File: config.mk
export PLATFORM = sky130hd
export DESIGN_NAME = frame_bank_scheduler
export DESIGN_NICKNAME = d
export VERILOG_FILES = /design/src/rtl/frame_bank_scheduler.sv
export SDC_FILE = /design/constraint.sdc
export NUM_CORES = 1
export LEC_CHECK = 0
export BUFFER_PORTS_ARGS = -buffer_cell sky130_fd_sc_hd__clkbuf_2
export CORE_ASPECT_RATIO = 0.6
export CORE_MARGIN = 8
export CORE_UTILIZATION = 40
export DETAILED_ROUTE_END_ITERATION = 7
export GPL_TIMING_DRIVEN = 0
export HOLD_SLACK_MARGIN = 0.02
export MAX_ROUTING_LAYER = met4
export PLACE_DENSITY = 0.62
export SETUP_SLACK_MARGIN = 0.1
export SLEW_MARGIN = 10
export SYNTH_ARGS = -nofsm -noshare
export SYNTH_HDL_FRONTEND = slang
export SYNTH_SLANG_ARGS = --single-unit
File: constraint.sdc
create_clock -name CLK_40 -period 5.8 [get_ports CLK_40]
set_input_delay 0.58 -clock CLK_40 [delete_from_list [all_inputs] [get_ports CLK_40]]
set_output_delay 0.58 -clock CLK_40 [all_outputs]
set_load 0.02 [all_outputs]
File: src/rtl/frame_bank_scheduler.sv
// Ping-pong frame-buffer scheduler: sequences bank fills, picks the VGA read bank, swaps on paced frame boundaries.
// Define PAUSE_EN to add a 'pause' input that freezes swap evaluation during playback.
module frame_bank_scheduler #(
    parameter int NUM_FRAMES    = 6572,
    parameter int STARTUP_TICKS = 2,
    parameter int FRAME_DIV     = 2,
    parameter int IDX_W         = 13
) (
    input  logic             CLK_40,
    input  logic             reset,
    input  logic             vid_start,
    input  logic             frame_tick,
    input  logic             fill_done,
`ifdef PAUSE_EN
    input  logic             pause,
`endif
    output logic             start_req,
    output logic             fill_bank,
    output logic             read_bank1,
    output logic             read_bank2,
    output logic             VGA_startup_en,
    output logic [IDX_W-1:0] frame_idx,
    output logic [7:0]       underrun_cnt,
    output logic             video_done
);

    localparam int TICK_W = $clog2(STARTUP_TICKS + 1);
    localparam int DIV_W  = (FRAME_DIV > 1) ? $clog2(FRAME_DIV) : 1;
    localparam logic [TICK_W-1:0] TICK_LAST  = TICK_W'(STARTUP_TICKS - 1);
    localparam logic [TICK_W-1:0] TICK_SAT   = TICK_W'(STARTUP_TICKS);
    localparam logic [DIV_W-1:0]  DIV_LAST   = DIV_W'(FRAME_DIV - 1);
    localparam logic [IDX_W-1:0]  IDX_LAST   = IDX_W'(NUM_FRAMES - 1);
    localparam logic [IDX_W-1:0]  IDX_PENULT = IDX_W'(NUM_FRAMES - 2);

    typedef enum logic [1:0] {S_IDLE, S_STARTUP, S_PLAY, S_DONE} state_t;

    state_t             state_q, state_d;
    logic [TICK_W-1:0]  tick_cnt_q, tick_cnt_d;
    logic [DIV_W-1:0]   div_cnt_q, div_cnt_d;
    logic               fill_pending_q, fill_pending_d;
    logic               start_req_q, start_req_d;
    logic               fill_bank_q, fill_bank_d;
    logic               read_bank1_q, read_bank1_d;
    logic               read_bank2_q, read_bank2_d;
    logic               startup_en_q, startup_en_d;
    logic [IDX_W-1:0]   frame_idx_q, frame_idx_d;
    logic [7:0]         underrun_cnt_q, underrun_cnt_d;
    logic               video_done_q, video_done_d;
    logic               pause_w;
    logic               pending_now;

`ifdef PAUSE_EN
    assign pause_w = pause;
`else
    assign pause_w = 1'b0;
`endif

    // A fill completing in the same cycle as a decision point counts as done.
    assign pending_now = fill_pending_q & ~fill_done;

    always_comb begin
        state_d        = state_q;
        tick_cnt_d     = tick_cnt_q;
        div_cnt_d      = div_cnt_q;
        fill_pending_d = pending_now;
        start_req_d    = 1'b0;
        fill_bank_d    = fill_bank_q;
        read_bank1_d   = read_bank1_q;
        read_bank2_d   = read_bank2_q;
        startup_en_d   = startup_en_q;
        frame_idx_d    = frame_idx_q;
        underrun_cnt_d = underrun_cnt_q;
        video_done_d   = video_done_q;
        case (state_q)
            S_IDLE, S_DONE: begin
                if (vid_start) begin
                    state_d        = S_STARTUP;
                    start_req_d    = 1'b1;
                    fill_bank_d    = 1'b0;
                    fill_pending_d = 1'b1;
                    tick_cnt_d     = '0;
                    startup_en_d   = 1'b1;
                    read_bank1_d   = 1'b0;
                    read_bank2_d   = 1'b0;
                    frame_idx_d    = '0;
                    video_done_d   = 1'b0;
                end
            end
            S_STARTUP: begin
                if (frame_tick) begin
                    if (tick_cnt_q != TICK_SAT) tick_cnt_d = tick_cnt_q + 1'b1;
                    if (tick_cnt_q >= TICK_LAST && !pending_now) begin
                        state_d        = S_PLAY;
                        startup_en_d   = 1'b0;
                        read_bank1_d   = 1'b1;
                        read_bank2_d   = 1'b0;
                        frame_idx_d    = '0;
                        fill_bank_d    = 1'b1;
                        start_req_d    = 1'b1;
                        fill_pending_d = 1'b1;
                        div_cnt_d      = '0;
                    end
                end
            end
            S_PLAY: begin
                if (frame_tick && !pause_w) begin
                    if (div_cnt_q != DIV_LAST) begin
                        div_cnt_d = div_cnt_q + 1'b1;
                    end else if (pending_now) begin
                        // Missed swap: div_cnt stays at the boundary so the next tick retries.
                        if (underrun_cnt_q != 8'hFF) underrun_cnt_d = underrun_cnt_q + 8'd1;
                    end else if (frame_idx_q == IDX_LAST) begin
                        state_d      = S_DONE;
                        read_bank1_d = 1'b0;
                        read_bank2_d = 1'b0;
                        video_done_d = 1'b1;
                    end else begin
                        read_bank1_d = ~read_bank1_q;
                        read_bank2_d = ~read_bank2_q;
                        fill_bank_d  = ~fill_bank_q;
                        frame_idx_d  = frame_idx_q + 1'b1;
                        div_cnt_d    = '0;
                        // Two fills are already issued ahead of the displayed frame.
                        if (frame_idx_q != IDX_PENULT) begin
                            start_req_d    = 1'b1;
                            fill_pending_d = 1'b1;
                        end
                    end
                end
            end
            default: state_d = S_IDLE;
        endcase
    end

    always_ff @(posedge CLK_40) begin
        if (reset) begin
            state_q        <= S_IDLE;
            tick_cnt_q     <= '0;
            div_cnt_q      <= '0;
            fill_pending_q <= 1'b0;
            start_req_q    <= 1'b0;
            fill_bank_q    <= 1'b0;
            read_bank1_q   <= 1'b0;
            read_bank2_q   <= 1'b0;
            startup_en_q   <= 1'b0;
            frame_idx_q    <= '0;
            underrun_cnt_q <= '0;
            video_done_q   <= 1'b0;
        end else begin
            state_q        <= state_d;
            tick_cnt_q     <= tick_cnt_d;
            div_cnt_q      <= div_cnt_d;
            fill_pending_q <= fill_pending_d;
            start_req_q    <= start_req_d;
            fill_bank_q    <= fill_bank_d;
            read_bank1_q   <= read_bank1_d;
            read_bank2_q   <= read_bank2_d;
            startup_en_q   <= startup_en_d;
            frame_idx_q    <= frame_idx_d;
            underrun_cnt_q <= underrun_cnt_d;
            video_done_q   <= video_done_d;
        end
    end

    assign start_req      = start_req_q;
    assign fill_bank      = fill_bank_q;
    assign read_bank1     = read_bank1_q;
    assign read_bank2     = read_bank2_q;
    assign VGA_startup_en = startup_en_q;
    assign frame_idx      = frame_idx_q;
    assign underrun_cnt   = underrun_cnt_q;
    assign video_done     = video_done_q;

endmodule

=== After elaboration in Yosys (flattened, before gate mapping) ===
Cells that the tools add are included.

* Bits of input ports: 5
* Bits in registers: 33
* Word-level logic and storage cells: 121
* Output and inout port bits: 27

* Equal/unequal tests: 16
* Muxes and demuxes: 68
* $add $sub $neg: 4
* Order comparisons: 1
* Reductions and logical operators: 15
* Bitwise gates (word level): 5

{| class="wikitable"
|+ Operator list
! cell !! count
|-
| $mux 13 || 7
|-
| $mux 1 || 40
|-
| $pmux 13 s3 || 1
|-
| $mux 2 || 10
|-
| $ne 2x2->1 const B || 10
|-
| $pmux 1 s3 || 5
|-
| $reduce_and 7->1 || 2
|-
| $add 13x1->13 const B || 1
|-
| $eq 13x13->1 const B || 1
|-
| $ne 13x13->1 const B || 1
|-
| $reduce_and 4->1 || 3
|-
| $reduce_and 6->1 || 2
|-
| $add 8x1->8 const B || 1
|-
| $ne 8x8->1 const B || 1
|-
| $pmux 1 s2 || 3
|-
| $pmux 2 s3 || 1
|-
| $reduce_bool 2->1 || 3
|-
| $reduce_and 5->1 || 1
|-
| $eq 2x2->1 const B || 2
|-
| $not 1->1 || 4
|-
| $pmux 2 s2 || 1
|-
| $add 2x1->2 const B || 1
|-
| $eq 2x1->1 const B || 1
|-
| $ge 2x1->1 const B || 1
|-
| 6 further kinds || 6
|}

=== Logic depth before layout (Yosys ltp) ===
Gate-level depths: netlist of the first run.

* Depth in word-level cells: 7
* Gate-level depth with buffers: 8
* Mapped depth without buffers: 7

=== Worst setup path before layout of the first run ===
Ideal clock, no wire load.

* Path kind: register to register
* Start: register tick_cnt_q[0]
* End: register frame_idx_q[2], in the netlist frame_idx[2]
* Slack: 3.658 ns
* Setup time: 0.071 ns
* Clock period less this slack: 2.142 ns
* Required time: 5.729 ns
* Arrival: 2.071 ns
* Buffers on the path: 1
* Cell stages (with the launch flop): 9
* Path through: dfxtp_1 > inv_1 > ha_1 > nand2b_2 > o21a_4 > or3_1 > clkbuf_2 > or4_1 > a21oi_1

* Word-level cells in the longest chain between the ends: 4

{| class="wikitable"
|+ RTL lines
! element !! RTL line !! text
|-
| start, declared || 38 || <nowiki>logic [TICK_W-1:0] tick_cnt_q, tick_cnt_d;</nowiki>
|-
| start signal, assigned || 151 || <nowiki>tick_cnt_q <= tick_cnt_d;</nowiki>
|-
| $ge 2x1->1 || 92 || <nowiki>if (tick_cnt_q >= TICK_LAST && !pending_now) begin</nowiki>
|-
| $logic_and 1x1->1 || 92 ||
|-
| $ne 2x2->1 (no line) || - ||
|-
| $reduce_and 7->1 (no line) || - ||
|-
| end signal, assigned || 159 || <nowiki>frame_idx_q <= frame_idx_d;</nowiki>
|-
| end, declared || 46 || <nowiki>logic [IDX_W-1:0] frame_idx_q, frame_idx_d;</nowiki>
|}

No other way between the ends.
A chain may end at the register's enable or synchronous reset.

=== Worst setup path in the final report of the first run ===
Same ends and word-level chain as after synthesis.

==> results of run 1 <==
[cell type report]
class                      count  share of cell area
clock inverter                 2             0.01771
inverter                      13             0.02302
tap                           60             0.03542
sequential                    33              0.3117
clock buffer                   6             0.03896
timing repair buffer          30             0.07084
buffer                        11             0.02066
multi-input combinational    161              0.4817
[sequential cells by signal, summed over array words and instances (netlist names)]
signal / cells
VGA_startup_en: 1
fill_bank: 1
tick_cnt_q: 2
underrun_cnt: 8
read_bank2: 1
video_done: 1
read_bank1: 1
fill_pending_q: 1
start_req: 1
div_cnt_q: 1
frame_idx: 13
state_q: 2
[cells by family after synthesis]
logic type                 synth area share
AOI/OAI and AO/OA                    0.1756
xor gates and xnor gates            0.03949
muxes                               0.02962
adders and majority gates           0.05642
DFF                                  0.3724
buffers and inverters               0.05218
and+or+nand+nor                      0.2743
[power by group]
| group | internal (mW) | total [mW] | switching, mW | leakage (nW) |
|---|---|---|---|---|
| logic | 0.0812 | 0.236 | 0.155 | 0.479 |
| clock network | 0.140 | 0.231 | 0.0912 | 0.0574 |
| registers | 0.246 | 0.260 | 0.0136 | 0.267 |
[routing by layer]
metal  global-route usage  vias up
met5                    -        -
met4              0.02904        0
met3              0.03590        2
met2               0.1660       49
met1               0.2154      762
li1                     -      859
[final timing paths]
check,slack (ps),end
worst max register to register,3460,frame_idx[2]$_SDFFE_PP0P_
worst min-delay path,470,VGA_startup_en$_SDFFE_PP0P_
worst max-delay path,3460,frame_idx[2]$_SDFFE_PP0P_
worst min register to register,470,VGA_startup_en$_SDFFE_PP0P_
[worst max-delay path: cells and delay by family, from the launching register on]
family / cells / cell delay, ps
simple gates: 3 / 1050
compound gates: 2 / 390
flops: 1 / 350
buf+inv: 2 / 250
fa+ha+maj: 1 / 230
[per-stage QoR]
stage                     std cells  power, mW    util  setup slack (ps)
after floorplan                 218     0.4402       -              3658
after global placement          308     0.4971  0.4773              3459
after detailed placement        308     0.4992  0.4773              3455
after CTS                       316     0.7284  0.5060              3475
after global routing            316     0.7694  0.5060              3341
final                           316     0.7267  0.5060              3462
[synthesized netlist by cell type, types with 2 or more instances]
master	instances	share of area
a21oi_1	19	0.054
mux2_2	2	0.013
nor2b_1	4	0.014
nor2_1	26	0.055
or3_1	8	0.028
a211oi_1	4	0.017
ha_1	8	0.056
nor4_1	6	0.021
xnor2_1	4	0.020
or4_1	4	0.017
o21ai_0	12	0.034
nand4b_1	2	0.0099
nand2b_1	2	0.0071
mux2i_1	3	0.017
nand3_1	11	0.031
xor2_1	4	0.020
nand4_1	6	0.021
a31oi_1	2	0.0071
inv_1	13	0.028
dfxtp_1	33	0.37
nand2_1	8	0.017
nor3_1	3	0.0085
and3_1	7	0.025
clkbuf_1	9	0.019
==> run metrics, run 1 <==
min-delay worst type reg -> reg; Synth Area per Inst 8.139 µm²; worst slew pin tran 702.0 ps; Worst Min Path Start VGA_startup_en$_SDFFE_PP0P_; Die Span X 102.0 µm; crit path time final 2338 ps; total gr overflow 0; largest net degree at the start of global routing 12; synth unique cells 42; Critical Path Sink Type register; Post-Route Hold Slack 474.5 ps; Area Growth Syn to Fin 19.46%; Max IR drop VDD 133.1 µV; clock latency on the worst-skew pair 280 ps; Critical Path RT 6010 ps; fmax 427.7 MHz; register bit total from synthesis 33; clock sinks 33; Synth Flop Type dfxtp_1; io pins 32; routed wl met2 1617 µm; detailed placer's ending HPWL 3406 µm; dpl cell area 1999 µm²; Reg area 660.6 µm²; vias 1672; hold depth 2; Avg WL per Cell 14.10 µm; layout cells sized above 1 0.1797; async set-reset flop share out of synthesis 0; Num CTS Buffers 5; Setup Skew 2.809 ps; Synthesized Nets 231; CP max stage delay 480 ps; Hold Violations, Final 0; DRT Pass-1 Iters 4; hold_buf cts 0; setup repair after global routing missed its margin no; cell row count 18; Initial DRC Count 74; reg-to-reg startpoint tick_cnt_q[0]$_SDFFE_PP0P_; Final ANT Viol Nets 0; CP Max Fanout 8; vias in the first global route 1481; initial core utilization 0.4235; Clock transition at path regs 70 ps; Leak 0.8037 nW; initial antenna violation count 0; post-synthesis sequential area ratio 0.3724; worst reg2reg path depth 8; drt via density 5.291; Crit Path Category reg -> reg; period utilization 0.4031; CP arrival 2550 ps; Max Cap Viol 0; Multi-input gate area 1021 µm²; DR DRC count 0; most common cell after layout, fill and taps aside dfxtp_1; Pins Over Slew Limit 0; RD Place Congestion 0.7995; Post-CTS Setup Inserts 0; clk buf depth 2; CTS tree done; CP max-delay cell or4_1; finished layout cell area 2120 µm²; fillcell total 426; number of synthesized flops with an enable pin 0; global-route wire length before repair 7445 µm; antenna cells 0; CTS root buf clkbuf_8; met3 WL 289 µm; PortBufs 30; CTS H-tree lvls 2; Top Layer Used met4; YS warnings 0; Final Setup Violations 0; Metal-1 WL 2528 µm; Slew HR 0.5298; routed wire length 4456 µm; Post-Syn Area 1774 µm²; CP cell instances inv_1, ha_1, nand2b_2, o21a_4, or3_1, clkbuf_2, or4_1, a21oi_1; gr usage total 0.1395; Die Height 67.59 µm; layout net count 268; Pwr per Cell Area 342.9 nW/µm²; CP Launch Point tick_cnt_q[0]$_SDFFE_PP0P_; most frequent cells in the layout dfxtp_1, clkbuf_2, nor2_1; post_cts resized 0; setup tns final 0 ps; Mapped Cells 218; core area 4189 µm²; status completed; die footprint 6892 µm²; CP Launch Type register
No activity file was read; power rests on OpenSTA's default activity.
==> run 2: changes to the inputs <==
clock period = 2.3 ns   (was 5.8 ns; I/O delays follow)
==> run 2 against run 1 <==
Against the previous run: worst setup slack got worse by 3300 ps; sequential cell count unchanged; clock skew increased by 1.3 ps; register-to-register slack got worse by 3300 ps; utilization increased by 2.2 points; total power increased to 2.6 times the previous value; critical path depth unchanged; combinational power increased to 2.8 times the previous value; maximum frequency increased by 8.4%; hold slack got worse by 210 ps; via count increased by 0.18%; clock-buffer cell count unchanged; critical path type unchanged; highest routed layer unchanged.
==> run metrics, run 2 (synthesis gave the netlist of run 1 again) <==
CP Max Fanout 8; Crit Path Category reg -> reg; WHS Endpoint video_done$_SDFFE_PP0P_; CTS root buf clkbuf_8; reg-to-reg startpoint tick_cnt_q[1]$_SDFFE_PP0P_; Critical Path Sink Type register; Area Growth Syn to Fin 24.54%; vias 1675; CP arrival 2370 ps; Avg WL per Cell 14.18 µm; PortBufs 30; clock latency on the worst-skew pair 280 ps; Setup Skew 4.146 ps; cell row count 18; Final Worst Setup Slack 143.3 ps; DR DRC count 0; Critical Path RT 2510 ps; io pins 32; Non-Filler Instances 319; max reg flops 13; worst reg2reg path depth 8; Worst Min Path Start vid_start; Place WS -3.217 ps; most common cell after layout, fill and taps aside clkbuf_2; CTS tree done; Pwr per Cell Area 861.5 nW/µm²; fmax 463.7 MHz; layout cells sized above 1 0.2355; gr usage total 0.1399; CP Launch Type register; initial antenna violation count 0; Slew HR 0.6462; crit path time final 2157 ps; Num CTS Buffers 5; Clock transition at path regs 80 ps; die footprint 6892 µm²; Cells after DPL 308; reg2reg setup slack 140 ps; worst r2r dst frame_idx[2]$_SDFFE_PP0P_; Core Util, Final 0.5275; worst slew pin tran 530.7 ps; detailed placer's ending HPWL 3406 µm; antenna cells 0; setup repair after global routing missed its margin yes; CTS H-tree lvls 2; Leak 0.8463 nW; Final Setup Violations 0; fillcell total 414; hold_buf cts 0; clk buf depth 2; hold depth 2; largest net degree at the start of global routing 12; vias in the first global route 1484; drt via density 5.251; initial core utilization 0.4235; clock sinks 33; Max IR drop VDD 336.7 µV; RD Place Congestion 0.7995; Pins Over Slew Limit 0; DRT Pass-1 Iters 4; routed wire length 4524 µm; most frequent cells in the layout clkbuf_2, dfxtp_1, nor2_1; setup tns final 0 ps; min-delay worst type in -> reg; period utilization 0.9377; Max Cap Viol 0; Initial DRC Count 86; core area 4189 µm²; layout net count 271; Die Height 67.59 µm; CP Launch Point tick_cnt_q[1]$_SDFFE_PP0P_; status completed; Die Span X 102.0 µm; Hold Violations, Final 0; global-route wire length before repair 7472 µm; total gr overflow 0; Final ANT Viol Nets 0
-- run 2: cell count changes in the layout (fill, tap and decap cells not counted), moves of 2 or more --
cell / change
buf_4: +4
dfxtp_1: -3
dfxtp_2: +3
clkbuf_1: -2
ha_1: -2
-- run 2: report_power, final --
| part | internal [mW] | switching [mW] | total (mW) |
|---|---|---|---|
| clock | 0.353 | 0.231 | 0.583 |
| sequential | 0.623 | 0.0358 | 0.659 |
| combinational | 0.254 | 0.407 | 0.661 |
-- run 2: critical path: stages (launching register included) --
cell and delay, ps:
dfxtp_2 330, inv_1 60, ha_4 170, nand2b_4 160, o21a_4 240, or3_1 340, clkbuf_4 180, or4_1 470
a21oi_1 150
-- run 2: area by class of cell --
| type | instances | area (µm²) | area share |
|---|---|---|---|
| Inverter | 13 | 48.80 | 0.02208 |
| Timing Repair Buffer | 34 | 180.2 | 0.08154 |
| Multi-Input combinational cell | 161 | 1071 | 0.4847 |
| Tap cell | 60 | 75.07 | 0.03398 |
| Clock buffer | 6 | 82.58 | 0.03737 |
| Sequential cell | 33 | 664.4 | 0.3007 |
| Buffer | 10 | 50.05 | 0.02265 |
| Clock inverter | 2 | 37.54 | 0.01699 |
-- run 2: timing repair --
| action | CTS | global route |
|---|---|---|
| setup buffers | 0 | 4 |
| gates resized for setup | 6 | 11 |
| setup endpoints to repair | 10 | 14 |
| pin swaps | 0 | 4 |
| endpoints found under the hold margin | 0 | 0 |
-- run 2: how the worst max path moves through the flow --
| stage | endpoint | slack [ps] |
|---|---|---|
| after floorplan | frame_idx[2]$_SDFFE_PP0P_ | 160 |
| after global placement | frame_idx[2]$_SDFFE_PP0P_ | -5 |
| after detailed placement | frame_idx[2]$_SDFFE_PP0P_ | -3 |
| after CTS | frame_idx[2]$_SDFFE_PP0P_ | 120 |
| after global routing | frame_idx[2]$_SDFFE_PP0P_ | 50 |
| final | frame_idx[2]$_SDFFE_PP0P_ | 140 |
-- run 2: stage by stage --
stage / instance area [µm²] / hold WS [ps] / power [mW]
after global routing: 2210 / 277.7 / 2.011
after floorplan: 1774 / 347.7 / 1.110
after global placement: 1999 / 468.3 / 1.254
after CTS: 2131 / 237.8 / 1.849
final: 2210 / 267.1 / 1.904
after detailed placement: 1999 / 467.2 / 1.259
-- run 2: per-layer routing --
layer  track usage  up-vias  routed length (µm)
met5             -        -                   0
met4       0.02904        0                  20
met3       0.03590        2                 258
met2        0.1668       45                1662
met1        0.2160      763                2583
li1              -      865                   -
